==> config.mk <==
export PLATFORM = sky130hd
export DESIGN_NAME = mem_stage_ctrl_flat
export DESIGN_NICKNAME = d
export VERILOG_FILES = /design/src/rtl/mem_stage_ctrl_if.sv /design/src/rtl/mem_stage_ctrl.sv /design/src/flat_wrapper.sv
export SDC_FILE = /design/constraint.sdc
export NUM_CORES = 1
export LEC_CHECK = 0
export ABC_AREA = 0
export CAP_MARGIN = 40
export CORE_MARGIN = 1.5
export CORE_UTILIZATION = 39
export CTS_CLUSTER_DIAMETER = 80
export DETAILED_ROUTE_END_ITERATION = 12
export GPL_ROUTABILITY_DRIVEN = 0
export PLACE_DENSITY_LB_ADDON = 0.15
export SLEW_MARGIN = 10
export SYNTH_ARGS = -nofsm -noshare
export SYNTH_HDL_FRONTEND = slang
export SYNTH_SLANG_ARGS = --single-unit
==> constraint.sdc <==
create_clock -name clk -period 1.8 [get_ports clk]
set_input_delay 0.36 -clock clk [delete_from_list [all_inputs] [get_ports clk]]
set_output_delay 0.36 -clock clk [all_outputs]
set_load 0.01 [all_outputs]
==> src/rtl/mem_stage_ctrl_if.sv <==
// Memory-side bus of the MEM pipeline stage: the controller drives the request,
// the memory returns read data and a completion strobe.
interface mem_stage_ctrl_if;
  logic        mem_req;
  logic        mem_we;
  logic [31:0] mem_addr;
  logic [31:0] mem_wdata;
  logic [31:0] mem_rdata;
  logic        mem_ready;

  modport master (
    output mem_req, mem_we, mem_addr, mem_wdata,
    input  mem_rdata, mem_ready
  );

  modport slave (
    input  mem_req, mem_we, mem_addr, mem_wdata,
    output mem_rdata, mem_ready
  );
endinterface

==> src/rtl/mem_stage_ctrl.sv <==
// MEM stage controller: issues one memory access per load/store and freezes the pipeline until done.
// Optional macro MEM_TIMEOUT_EN adds a 255-cycle WAIT timeout with a sticky mem_err flag.
module mem_stage_ctrl (
  input  logic             clk,
  input  logic             rst,
  input  logic             WB_EN_IN,
  input  logic             MEM_R_EN_IN,
  input  logic             MEM_W_EN_IN,
  input  logic [31:0]      ALUResIn,
  input  logic [31:0]      stValIn,
  input  logic [4:0]       destIn,
  mem_stage_ctrl_if.master mem,
  output logic             freeze,
  output logic             WB_EN,
  output logic             MEM_R_EN,
  output logic [31:0]      ALURes,
  output logic [31:0]      memReadVal,
  output logic [4:0]       dest,
  output logic             mem_err
);

  typedef enum logic [1:0] {IDLE, WAIT, DONE} state_t;

  state_t state;
  state_t state_nxt;
  logic   access;
  logic   timeout;

  assign access   = MEM_R_EN_IN | MEM_W_EN_IN;
  assign WB_EN    = WB_EN_IN;
  assign MEM_R_EN = MEM_R_EN_IN;
  assign ALURes   = ALUResIn;
  assign dest     = destIn;

`ifdef MEM_TIMEOUT_EN
  logic [7:0] wait_cnt;

  // wait_cnt holds (WAIT cycles elapsed - 1), so 254 marks the 255th WAIT cycle
  assign timeout = (state == WAIT) && !mem.mem_ready && (wait_cnt == 8'd254);

  always_ff @(posedge clk or negedge rst) begin
    if (!rst) begin
      wait_cnt <= 8'd0;
      mem_err  <= 1'b0;
    end else begin
      if (state == IDLE && access) begin
        wait_cnt <= 8'd0;
      end else if (state == WAIT) begin
        wait_cnt <= wait_cnt + 8'd1;
      end
      if (timeout) begin
        mem_err <= 1'b1;
      end
    end
  end
`else
  assign timeout = 1'b0;
  assign mem_err = 1'b0;
`endif

  always_ff @(posedge clk or negedge rst) begin
    if (!rst) begin
      state <= IDLE;
    end else begin
      state <= state_nxt;
    end
  end

  always_comb begin
    state_nxt   = state;
    freeze      = 1'b0;
    mem.mem_req = 1'b0;
    case (state)
      IDLE: begin
        if (access) begin
          freeze    = 1'b1;
          state_nxt = WAIT;
        end
      end
      WAIT: begin
        freeze      = 1'b1;
        mem.mem_req = 1'b1;
        if (mem.mem_ready || timeout) begin
          state_nxt = DONE;
        end
      end
      DONE: begin
        state_nxt = IDLE;
      end
      default: begin
        state_nxt = IDLE;
      end
    endcase
  end

  // A request is a read unless it was a pure store, so ~mem_we doubles as the read flag
  always_ff @(posedge clk or negedge rst) begin
    if (!rst) begin
      mem.mem_addr  <= 32'd0;
      mem.mem_wdata <= 32'd0;
      mem.mem_we    <= 1'b0;
      memReadVal    <= 32'd0;
    end else begin
      if (state == IDLE && access) begin
        mem.mem_addr  <= ALUResIn;
        mem.mem_wdata <= stValIn;
        mem.mem_we    <= MEM_W_EN_IN & ~MEM_R_EN_IN;
      end
      if (state == WAIT) begin
        if (mem.mem_ready) begin
          memReadVal <= mem.mem_we ? 32'd0 : mem.mem_rdata;
        end else if (timeout) begin
          memReadVal <= 32'hDEADBEEF;
        end
      end
    end
  end

endmodule

==> src/flat_wrapper.sv <==
// flat-port wrapper written by rule: the top's interface ports become plain ports
module mem_stage_ctrl_flat 
  (clk, rst, WB_EN_IN, MEM_R_EN_IN, MEM_W_EN_IN, ALUResIn, stValIn, destIn, freeze, WB_EN, MEM_R_EN, ALURes, memReadVal, dest, mem_err, mem_mem_req, mem_mem_we, mem_mem_addr, mem_mem_wdata, mem_mem_rdata, mem_mem_ready);
  mem_stage_ctrl_if mem_i ();
  input  logic clk;
  input  logic rst;
  input  logic WB_EN_IN;
  input  logic MEM_R_EN_IN;
  input  logic MEM_W_EN_IN;
  input  logic [31:0] ALUResIn;
  input  logic [31:0] stValIn;
  input  logic [4:0] destIn;
  output logic freeze;
  output logic WB_EN;
  output logic MEM_R_EN;
  output logic [31:0] ALURes;
  output logic [31:0] memReadVal;
  output logic [4:0] dest;
  output logic mem_err;
  output wire logic [$bits(mem_i.mem_req)-1:0] mem_mem_req;
  output wire logic [$bits(mem_i.mem_we)-1:0] mem_mem_we;
  output wire logic [$bits(mem_i.mem_addr)-1:0] mem_mem_addr;
  output wire logic [$bits(mem_i.mem_wdata)-1:0] mem_mem_wdata;
  input wire logic [$bits(mem_i.mem_rdata)-1:0] mem_mem_rdata;
  input wire logic [$bits(mem_i.mem_ready)-1:0] mem_mem_ready;
  assign mem_mem_req = mem_i.mem_req;
  assign mem_mem_we = mem_i.mem_we;
  assign mem_mem_addr = mem_i.mem_addr;
  assign mem_mem_wdata = mem_i.mem_wdata;
  assign mem_i.mem_rdata = mem_mem_rdata;
  assign mem_i.mem_ready = mem_mem_ready;
  mem_stage_ctrl u_core (.clk(clk), .rst(rst), .WB_EN_IN(WB_EN_IN), .MEM_R_EN_IN(MEM_R_EN_IN), .MEM_W_EN_IN(MEM_W_EN_IN), .ALUResIn(ALUResIn), .stValIn(stValIn), .destIn(destIn), .mem(mem_i), .freeze(freeze), .WB_EN(WB_EN), .MEM_R_EN(MEM_R_EN), .ALURes(ALURes), .memReadVal(memReadVal), .dest(dest), .mem_err(mem_err));
endmodule
==> results.yml <==
status:
  status: "finished clean"
layout:
  drive_above_1_share_pct: 18.2
  finish.cell_count_without_fillers: 677
  area_growth_pct: 56.8
  n_antenna_cell: 0
  fin_nets: 639
clock_network:
  cts_buffers: 9
  htreeDepth: 3
  cts_root_buf: "clkbuf_16"
  cts.sinks: 99
  insertion_delay_ns: 0.34
  cts.clk_slew.worst_paths_ns: 0.07
  ctsLongestPathBuffers: 2
  hold_buffers: 0
  tritoncts: "built"
logic_synthesis:
  seq_area_frac_synth_pct: 55.6
  postSynthAreaPerCell_sq_um: 13.6
  post-synth-top-count-cell: "dfrtp_1"
  synthArstFlopShare_pct: 100
  synth_edf_count: 0
  synthTopCellsByArea: "dfrtp_1, mux2_4, buf_4"
  synth.largest_area_cell: "dfrtp_1"
  synth_common_cells: "dfrtp_1, mux2_4, buf_4"
  synth_cells: 327
  syn_nets: 434
  synth_area_sq_mm: 0.00446
  synth_top_area_share_pct: 55.6
  synth-seq-cells: 99
  yosysWarnings: 0
  synth_cell_type_count: 20
  ys.flop_type: "dfrtp_1"
sta:
  rsz0062_at_grt: "false"
  skew_ns: 0.00549
  layout_setup_ws_ns: 0.0326
  slew_viol_final: 0
  slew_headroom_pct: 63.5
  min_period_ns: 1.77
  finalHoldViolCount: 0
  worst_pin_slew_ns: 0.547
  finalSetupViolCount: 0
  fmaxAchievable_ghz: 0.566
  min_period_over_period_pct: 98.2
  tns_ns: 0
  worst_hold_slack_ns: 0.0501
floorplanning:
  die_width_um: 110
  fp.dieH_um: 110
  rows: 38
  ios: 246
  die-area_sq_mm: 0.0121
  initial_core_util_pct: 40.6
  core_area_sq_mm: 0.0110
global_route:
  grt_usage_pct: 18.3
  grt_max_degree: 100
  grt_pass1_vias: 3146
  antenna_found_initial: 0
  grt-ovfl-total: 0
  grt_first_pass_wirelength_mm: 16.6
critical_path:
  end_kind: "output pin"
  crit_required_ns: 1.44
  path_common_cell: "clkdlybuf4s50_1"
  crit_slowest_cell: "clkdlybuf4s50_1"
  crit_buf_inv: 2
  cp_cell_sequence: "clkdlybuf4s50_1 -> clkdlybuf4s50_1"
  worstPathArrival_ns: 1.41
  critPathMaxStageDelay_ns: 0.55
  startpoint_type: "input pin"
  critPathTopFamily: "buffers and inverters"
  crit_fanout: 2
  crit_type: "input pin to output pin"
placement:
  pre_cts_ws_ns: -0.140
  dpl.cell_count: 658
  portBuffers: 232
  dp_hpwl_mm: 7.87
routing:
  dr_wl_met3_mm: 1.06
  met1_length_mm: 4.16
  top_layer: "met4"
  drc: 0
  drt-total-wl_mm: 10.7
  vias: 3073
  postRouteAntennaNets: 0
  vias_per_cell: 4.54
  firstDrtPassIters: 6
  dr_wl_met2_mm: 5.30
  drtIter0Drc: 115
  avgRoutedWirePerCell_um: 15.9
power_and_ir_drop:
  seqPwrFrac_pct: 34.6
  power_leakage_nw: 3.10
  p_per_area_mw_per_mm2: 1630
  p_clk_share_pct: 16.9
  switching_share_pct: 30.0
  switching_power_mw: 3.41
  ir_drop_v: 0.000782
  p_int_mw: 7.96
  power_frac_comb_pct: 48.5
hold_path:
  hold_class: "input pin to async pin"
job:
  max_cap_viol_count: 0
==> stage by stage <==
stage                     util, %  area (sq um)  power (mW)
final                        63.6          6990        11.4
after global routing         63.6          6990        12.1
after CTS                    63.3          6950        11.5
after detailed placement     60.4          6640        9.51
after global placement       60.4          6640        9.42
after floorplan                 -          4460        6.61
==> placed cells by master, fill, tap and decap left out <==
cell / instances
nor3_4: 1
buf_12: 4
clkinv_2: 1
o21a_4: 1
dlymetal6s2s_1: 8
clkbuf_1: 2
clkdlybuf4s15_1: 1
mux2_1: 4
clkdlybuf4s50_1: 220
buf_4: 16
clkinvlp_4: 2
clkbuf_16: 9
nor2_1: 1
nand2_1: 32
nand3b_1: 1
a21oi_1: 2
mux2_4: 60
dlygate4sd2_1: 2
o21ai_1: 32
a211oi_1: 1
bufinv_16: 1
inv_2: 1
dfrtp_1: 99
nor2_4: 1
nor2b_1: 1
clkbuf_8: 1
conb_1: 1
nand2b_1: 32
==> final timing paths <==
path	depth (start not counted)	from	slack, ns	end
min in group clk	2	u_core.memReadVal[3]	0.49	u_core.memReadVal[3]
worst min-delay path	2	rst	0.05	u_core.mem.mem_addr[19]
worst max-delay path	2	ALUResIn[30]	0.03	ALURes[30]
max in group asynchronous	2	rst	1.31	u_core.memReadVal[11]
worst min register to register	2	u_core.memReadVal[3]	0.49	u_core.memReadVal[3]
worst max register to register	6	u_core.state[0]	0.11	u_core.mem.mem_wdata[31]
==> timing repair <==
item	CTS	global route
setup endpoints to repair	3	13
setup buffers	2	1
resized for setup	4	11
endpoints found under the hold margin	0	0
==> cells by family after synthesis <==
family / after synthesis / synth area share (%)
buffers and inverters: 58 / 11.0
other: 1 / 0.0841
DFF: 99 / 55.6
AOI/OAI and AO/OA: 36 / 4.32
muxes: 64 / 21.2
and+or+nand+nor: 69 / 7.83
==> metal layers <==
| layer | up-vias | track usage [%] |
|---|---|---|
| met2 | 142 | 30.6 |
| li1 | 1454 | - |
| met4 | 0 | 7.51 |
| met5 | - | 0 |
| met3 | 12 | 5.51 |
| met1 | 1465 | 21.9 |
==> power groups by stage <==
stage / combinational [mW] / sequential, mW / clock (mW)
final: 5.51 / 3.94 / 1.92
after global placement: 5.49 / 3.93 / 0
after global routing: 5.92 / 4.08 / 2.06
after floorplan: 2.16 / 4.46 / 0
after detailed placement: 5.54 / 3.97 / 0
after CTS: 5.58 / 3.95 / 1.97
==> state kept, by name (all words and copies together) (netlist names) <==
| name | count |
|---|---|
| u_core.mem.mem_we | 1 |
| u_core.memReadVal | 32 |
| u_core.mem.mem_addr | 32 |
| u_core.state | 2 |
| u_core.mem.mem_wdata | 32 |
==> area by class of cell <==
class,instances,area (sq um)
inverter,1,3.75
timing repair buffer,251,2530
tap,140,175
sequential,99,2480
clock buffer,12,246
multi-input combinational,170,1510
clock inverter,4,50.0
fill,899,3990
No activity file was read; power rests on OpenSTA's default activity.
